==> src/rtl/regfile_pkg.sv <==
// Shared helpers for the multi-port register file: address width and byte merge.
// Words up to MAX_W bits are supported; callers zero-extend in and truncate out.
package regfile_pkg;

  localparam int MAX_W     = 512;
  localparam int MAX_BYTES = MAX_W / 8;

  typedef logic [MAX_W-1:0]     word_t;
  typedef logic [MAX_BYTES-1:0] be_t;

  function automatic int clog2(input int n);
    int r;
    r = 0;
    while ((1 << r) < n) r++;
    return r;
  endfunction

  // Enabled bytes come from new_w, the rest keep old_w.
  function automatic word_t merge(input word_t old_w, input word_t new_w, input be_t be);
    word_t r;
    r = old_w;
    for (int b = 0; b < MAX_BYTES; b++)
      if (be[b]) r[b*8 +: 8] = new_w[b*8 +: 8];
    return r;
  endfunction

endpackage

==> src/rtl/regfile_rd_port.sv <==
// One registered read port: address decode, write-first bypass, rdata/rvalid regs.
module regfile_rd_port
  import regfile_pkg::*;
#(
  parameter int DATA_W = 64,
  parameter int DEPTH  = 8,
  parameter int AW     = 3,
  parameter int BYTES  = DATA_W / 8
) (
  input  logic                          clk,
  input  logic                          rst_n,
  input  logic                          clr,
  input  logic                          re,
  input  logic [AW-1:0]                 raddr,
  input  logic                          we,
  input  logic [AW-1:0]                 waddr,
  input  logic [DATA_W-1:0]             wdata,
  input  logic [BYTES-1:0]              wbe,
  input  logic [DEPTH-1:0][DATA_W-1:0]  mem,
  output logic [DATA_W-1:0]             rdata,
  output logic                          rvalid
);

  logic [DATA_W-1:0] stored;
  logic [DATA_W-1:0] rd_nxt;
  logic              hit;

  // Equality decode keeps out-of-range addresses at zero without a range compare.
  always_comb begin
    stored = '0;
    hit    = 1'b0;
    for (int k = 0; k < DEPTH; k++)
      if (raddr == AW'(k)) begin
        stored = mem[k];
        hit    = 1'b1;
      end
    rd_nxt = stored;
    if (clr || !hit)
      rd_nxt = '0;
    else if (we && (waddr == raddr))
      rd_nxt = DATA_W'(merge(word_t'(stored), word_t'(wdata), be_t'(wbe)));
  end

  always_ff @(posedge clk or negedge rst_n) begin
    if (!rst_n) begin
      rdata  <= '0;
      rvalid <= 1'b0;
    end else begin
      rvalid <= re;
      if (re) rdata <= rd_nxt;
    end
  end

endmodule

==> src/rtl/regfile_mp.sv <==
// Multi-read-port register file: byte-masked write port, N_RD bypassed read ports,
// synchronous clear, per-word written flags and a flat view of all words.
module regfile_mp
  import regfile_pkg::*;
#(
  parameter  int DATA_W = 64,
  parameter  int DEPTH  = 8,
  parameter  int N_RD   = 2,
  localparam int AW     = clog2(DEPTH),
  localparam int BYTES  = DATA_W / 8
) (
  input  logic                     clk,
  input  logic                     rst_n,
  input  logic                     clr,
  input  logic                     we,
  input  logic [AW-1:0]            waddr,
  input  logic [DATA_W-1:0]        wdata,
  input  logic [BYTES-1:0]         wbe,
  input  logic [N_RD-1:0]          re,
  input  logic [N_RD*AW-1:0]       raddr,
  output logic [N_RD*DATA_W-1:0]   rdata,
  output logic [N_RD-1:0]          rvalid,
  output logic [DEPTH-1:0]         written,
  output logic [DEPTH*DATA_W-1:0]  q_all
);

  logic [DEPTH-1:0][DATA_W-1:0] mem;
  logic [DEPTH-1:0][DATA_W-1:0] mem_nxt;

  for (genvar k = 0; k < DEPTH; k++) begin : g_word
    assign mem_nxt[k] = DATA_W'(merge(word_t'(mem[k]), word_t'(wdata), be_t'(wbe)));
  end

  always_ff @(posedge clk or negedge rst_n) begin
    if (!rst_n) begin
      mem     <= '0;
      written <= '0;
    end else if (clr) begin
      mem     <= '0;
      written <= '0;
    end else if (we) begin
      for (int k = 0; k < DEPTH; k++)
        if (waddr == AW'(k)) begin
          mem[k]     <= mem_nxt[k];
          written[k] <= 1'b1;
        end
    end
  end

  assign q_all = mem;

  for (genvar i = 0; i < N_RD; i++) begin : g_rd
    regfile_rd_port #(
      .DATA_W (DATA_W),
      .DEPTH  (DEPTH),
      .AW     (AW),
      .BYTES  (BYTES)
    ) u_rd (
      .clk    (clk),
      .rst_n  (rst_n),
      .clr    (clr),
      .re     (re[i]),
      .raddr  (raddr[i*AW +: AW]),
      .we     (we),
      .waddr  (waddr),
      .wdata  (wdata),
      .wbe    (wbe),
      .mem    (mem),
      .rdata  (rdata[i*DATA_W +: DATA_W]),
      .rvalid (rvalid[i])
    );
  end

endmodule

==> config.mk <==
export PLATFORM = sky130hd
export DESIGN_NAME = regfile_mp
export DESIGN_NICKNAME = d
export VERILOG_FILES = /design/src/rtl/regfile_pkg.sv /design/src/rtl/regfile_rd_port.sv /design/src/rtl/regfile_mp.sv
export SDC_FILE = /design/constraint.sdc
export NUM_CORES = 2
export LEC_CHECK = 0
export CAP_MARGIN = 20
export CORE_AREA = 2 2 290 292
export DETAILED_ROUTE_END_ITERATION = 8
export DIE_AREA = 0 0 292 294
export MAX_ROUTING_LAYER = met4
export PLACE_DENSITY = 0.7
export SLEW_MARGIN = 0
export SYNTH_ARGS = -nofsm -noshare
export SYNTH_HDL_FRONTEND = slang
export SYNTH_SLANG_ARGS = --single-unit
export TNS_END_PERCENT = 100
==> constraint.sdc <==
create_clock -name clk -period 1.4 [get_ports clk]
set_input_delay 0.14 -clock clk [delete_from_list [all_inputs] [get_ports clk]]
set_output_delay 0.14 -clock clk [all_outputs]
set_load 0.03 [all_outputs]
==> impl_metrics.json <==
{
  "status": "finished, violations left",
  "violations": "setup timing",
  "die-area_mm2": 0.0858,
  "synth_warnings": 0,
  "cts_buffer_depth": 3,
  "place_inst": 5721,
  "drt_iter0_markers": 4576,
  "synth_top_area_share_pct": 47.4,
  "grt_usage_pct": 39.6,
  "insertion_delay_ns": 0.65,
  "io_pins": 737,
  "relSlewSlack_pct": 32.3,
  "p_leak_nw": 25.3,
  "grt-ovfl-total": 0,
  "hold_path.class": "in -> reg",
  "grt_use_met1_pct": 47.9,
  "cp-start-kind": "flop",
  "drive_gt1_share_pct": 46.1,
  "critical_path_arrival_ns": 2.19,
  "synth_top_area_cell": "dfrtp_1",
  "synthTopCellsByArea": "dfrtp_1, o21ai_0, nand2_1",
  "drt_pass1_iterations": 7,
  "busiest_layer": "met2",
  "cts.reportedPaths.clkPinSlew_ns": 0.06,
  "finalMaxSlewViolations": 0,
  "ys_seq_elements": 650,
  "place_area_mm2": 0.0492,
  "post-route-min-period_ns": 1.68,
  "die_h_um": 294,
  "synth.distinct_cells": 55,
  "antenna_found_initial": 10,
  "clock-sinks": 650,
  "place_congestion": 0.965,
  "use_met2_pct": 59.3,
  "routedWlPerCell_um": 27.5,
  "start_util_pct": 41.4,
  "htree_levels": 3,
  "area_growth_pct": 63.2,
  "grt_pass1_wl_um": 247000,
  "async_flop_share_pct": 100,
  "p_per_area_mw_per_mm2": 1130,
  "use_met3_pct": 10.4,
  "vias": 38600,
  "synth_edf_count": 0,
  "setup_viol": 279,
  "hpwl_um": 116000,
  "syn-instance-count": 3571,
  "fin_skew_ns": 0.0349,
  "die_w_um": 292,
  "cts_buffers": 74,
  "synth_nets": 3658,
  "max_freq_mhz": 595,
  "cts_tree": "built",
  "cp.required_ns": 1.91,
  "final_util_pct": 67.5,
  "r2r_slack_ns": -0.28,
  "hold_viol": 0,
  "ir_drop_mv": 0.875,
  "route.detailed.drc": 0,
  "vias_per_cell": 6.18,
  "fin_cells": 6246,
  "design_area_mm2": 0.0560,
  "port_buffers": 736,
  "core-area_mm2": 0.0829,
  "cp_max_fo": 2,
  "drv_cap": 0,
  "rows": 106,
  "cts-root-buf": "clkbuf_16",
  "setup_tns_ns": -14.87,
  "worstSetupPathType": "reg -> reg",
  "hold_depth": 4,
  "rr_worst_depth": 4,
  "finalCritPeriodShare_pct": 120,
  "grt_pass1_vias": 37600,
  "num-fill-cells": 6062,
  "syn_area_mm2": 0.0343,
  "avgSynthCellArea_um2": 9.61,
  "route.antenna.remaining_nets": 0,
  "wl_um": 172000,
  "seq_area_frac_synth_pct": 47.4,
  "end_kind": "flop",
  "yosys_most_used_dff": "dfrtp_1",
  "max_slew.worst_pin.slew_ns": 1.01,
  "rsz0062_at_grt": "true",
  "fin_nets": 5182,
  "grt_max_degree": 101,
  "layout_setup_ws_ns": -0.281
}
## critical path: stages (launching register included)
cell and delay, ns:
dfrtp_2 0.41, mux4_2 0.47, mux2_4 0.29, a211oi_4 0.24, o22ai_1 0.12
## cells in the final DEF (no fill, tap or decap), types with 18 or more instances in the layout
cell / count
a22o_1: 33
o21ai_1: 63
clkbuf_1: 24
buf_2: 77
a22oi_1: 30
a31oi_1: 18
clkbuf_8: 20
mux2_4: 21
dfrtp_1: 411
o211ai_1: 33
nor2b_1: 44
o22ai_1: 87
mux2i_1: 128
a211oi_1: 19
clkdlybuf4s50_1: 72
buf_4: 807
dfrtp_2: 239
clkbuf_16: 75
o21a_1: 19
mux2_2: 49
o21bai_1: 21
buf_12: 192
nand2b_1: 78
buf_6: 583
mux4_2: 81
inv_1: 105
a2bb2oi_1: 60
nand2_1: 568
nor2_1: 83
a211oi_2: 37
o31ai_1: 67
o2bb2ai_1: 55
o21ai_0: 652
## synthesized netlist by cell type (13+ instances only)
master,n
nor2b_1,52
mux2i_1,138
buf_6,13
o21ai_0,684
buf_4,22
a22o_1,33
nor2_1,94
dfrtp_1,650
a2bb2oi_1,77
o31ai_1,67
mux2_2,70
nand2_1,581
inv_1,107
mux4_2,81
clkbuf_1,178
a21oi_1,25
o22ai_1,88
o21a_1,19
o21ai_1,34
a31oi_1,28
and3_1,25
a221oi_1,25
buf_2,81
a22oi_1,36
o2bb2ai_1,57
nor3_1,25
a211oi_1,58
o21bai_1,22
nand2b_1,79
o211ai_1,33
## cell families (layout without fill, tap and decap cells)
logic type	after synthesis	in the layout	synth area share (%)
multiplexers	289	289	11.6
XOR/XNOR	6	6	0.153
AO/OA/AOI/OAI	1321	1321	24.0
flip-flops	650	650	47.4
buffers and inverters	412	1997	5.36
AND/OR/NAND/NOR	893	893	11.4
other	0	10	0
## registers in the layout (all words and copies together) (netlist names)
signal	flops
written	8
g_rd.u_rd.rvalid	2
g_rd.u_rd.rdata	128
q_all	512
## power by group
group	internal, mW	switching, mW	total, mW
clock	11.1	8.59	19.7
combinational	9.54	11.3	20.8
sequential	20.6	2.05	22.7
## through the flow
stage	hold slack, ns	total power, mW	setup slack (ns)
after floorplan	-0.156	30.9	-0.152
after detailed placement	0.00270	40.7	-0.954
after CTS	0.119	61.8	-0.200
after global placement	0.00189	40.5	-0.884
final	0.108	63.2	-0.281
after global routing	0.134	64.9	-0.304
## what timing repair did
item | in CTS | in global routing
endpoints found under the hold margin | 652 | 12
cloned | 1 | 1
endpoints found under the setup margin | 933 | 726
pin swaps | 25 | 93
hold buffers | 4 | 1
setup buffers | 291 | 97
gates resized for setup | 4103 | 303
## cell type report
| class | count | area [µm²] | area share, % |
|---|---|---|---|
| Clock buffer | 119 | 2240 | 4.00 |
| Multi-Input combinational cell | 2509 | 17400 | 31.1 |
| Sequential cell | 650 | 16600 | 29.6 |
| Antenna cell | 10 | 25.0 | 0.0447 |
| Inverter | 108 | 407 | 0.726 |
| Tap cell | 1080 | 1350 | 2.41 |
| Timing Repair Buffer | 1752 | 17800 | 31.8 |
| Clock inverter | 18 | 185 | 0.331 |
## path summary, 6_finish.rpt
kind	from	endpoint
max	q_all[248]	g_rd[1].u_rd.rdata[56]
min	waddr[1]	q_all[382]
max reg2reg	q_all[248]	g_rd[1].u_rd.rdata[56]
min reg2reg	g_rd[0].u_rd.rdata[19]	g_rd[0].u_rd.rdata[19]
max in group asynchronous	rst_n	q_all[38]
min in group asynchronous	rst_n	written[1]
## per-layer routing
| metal | share of wire (%) | vias to the layer above |
|---|---|---|
| li1 | - | 16100 |
| met1 | 36 | 18700 |
| met2 | 45 | 3002 |
| met3 | 12 | 838 |
| met4 | 7.4 | 0 |
| met5 | 0 | - |
Note: power is estimated with default switching activity, not from simulation.
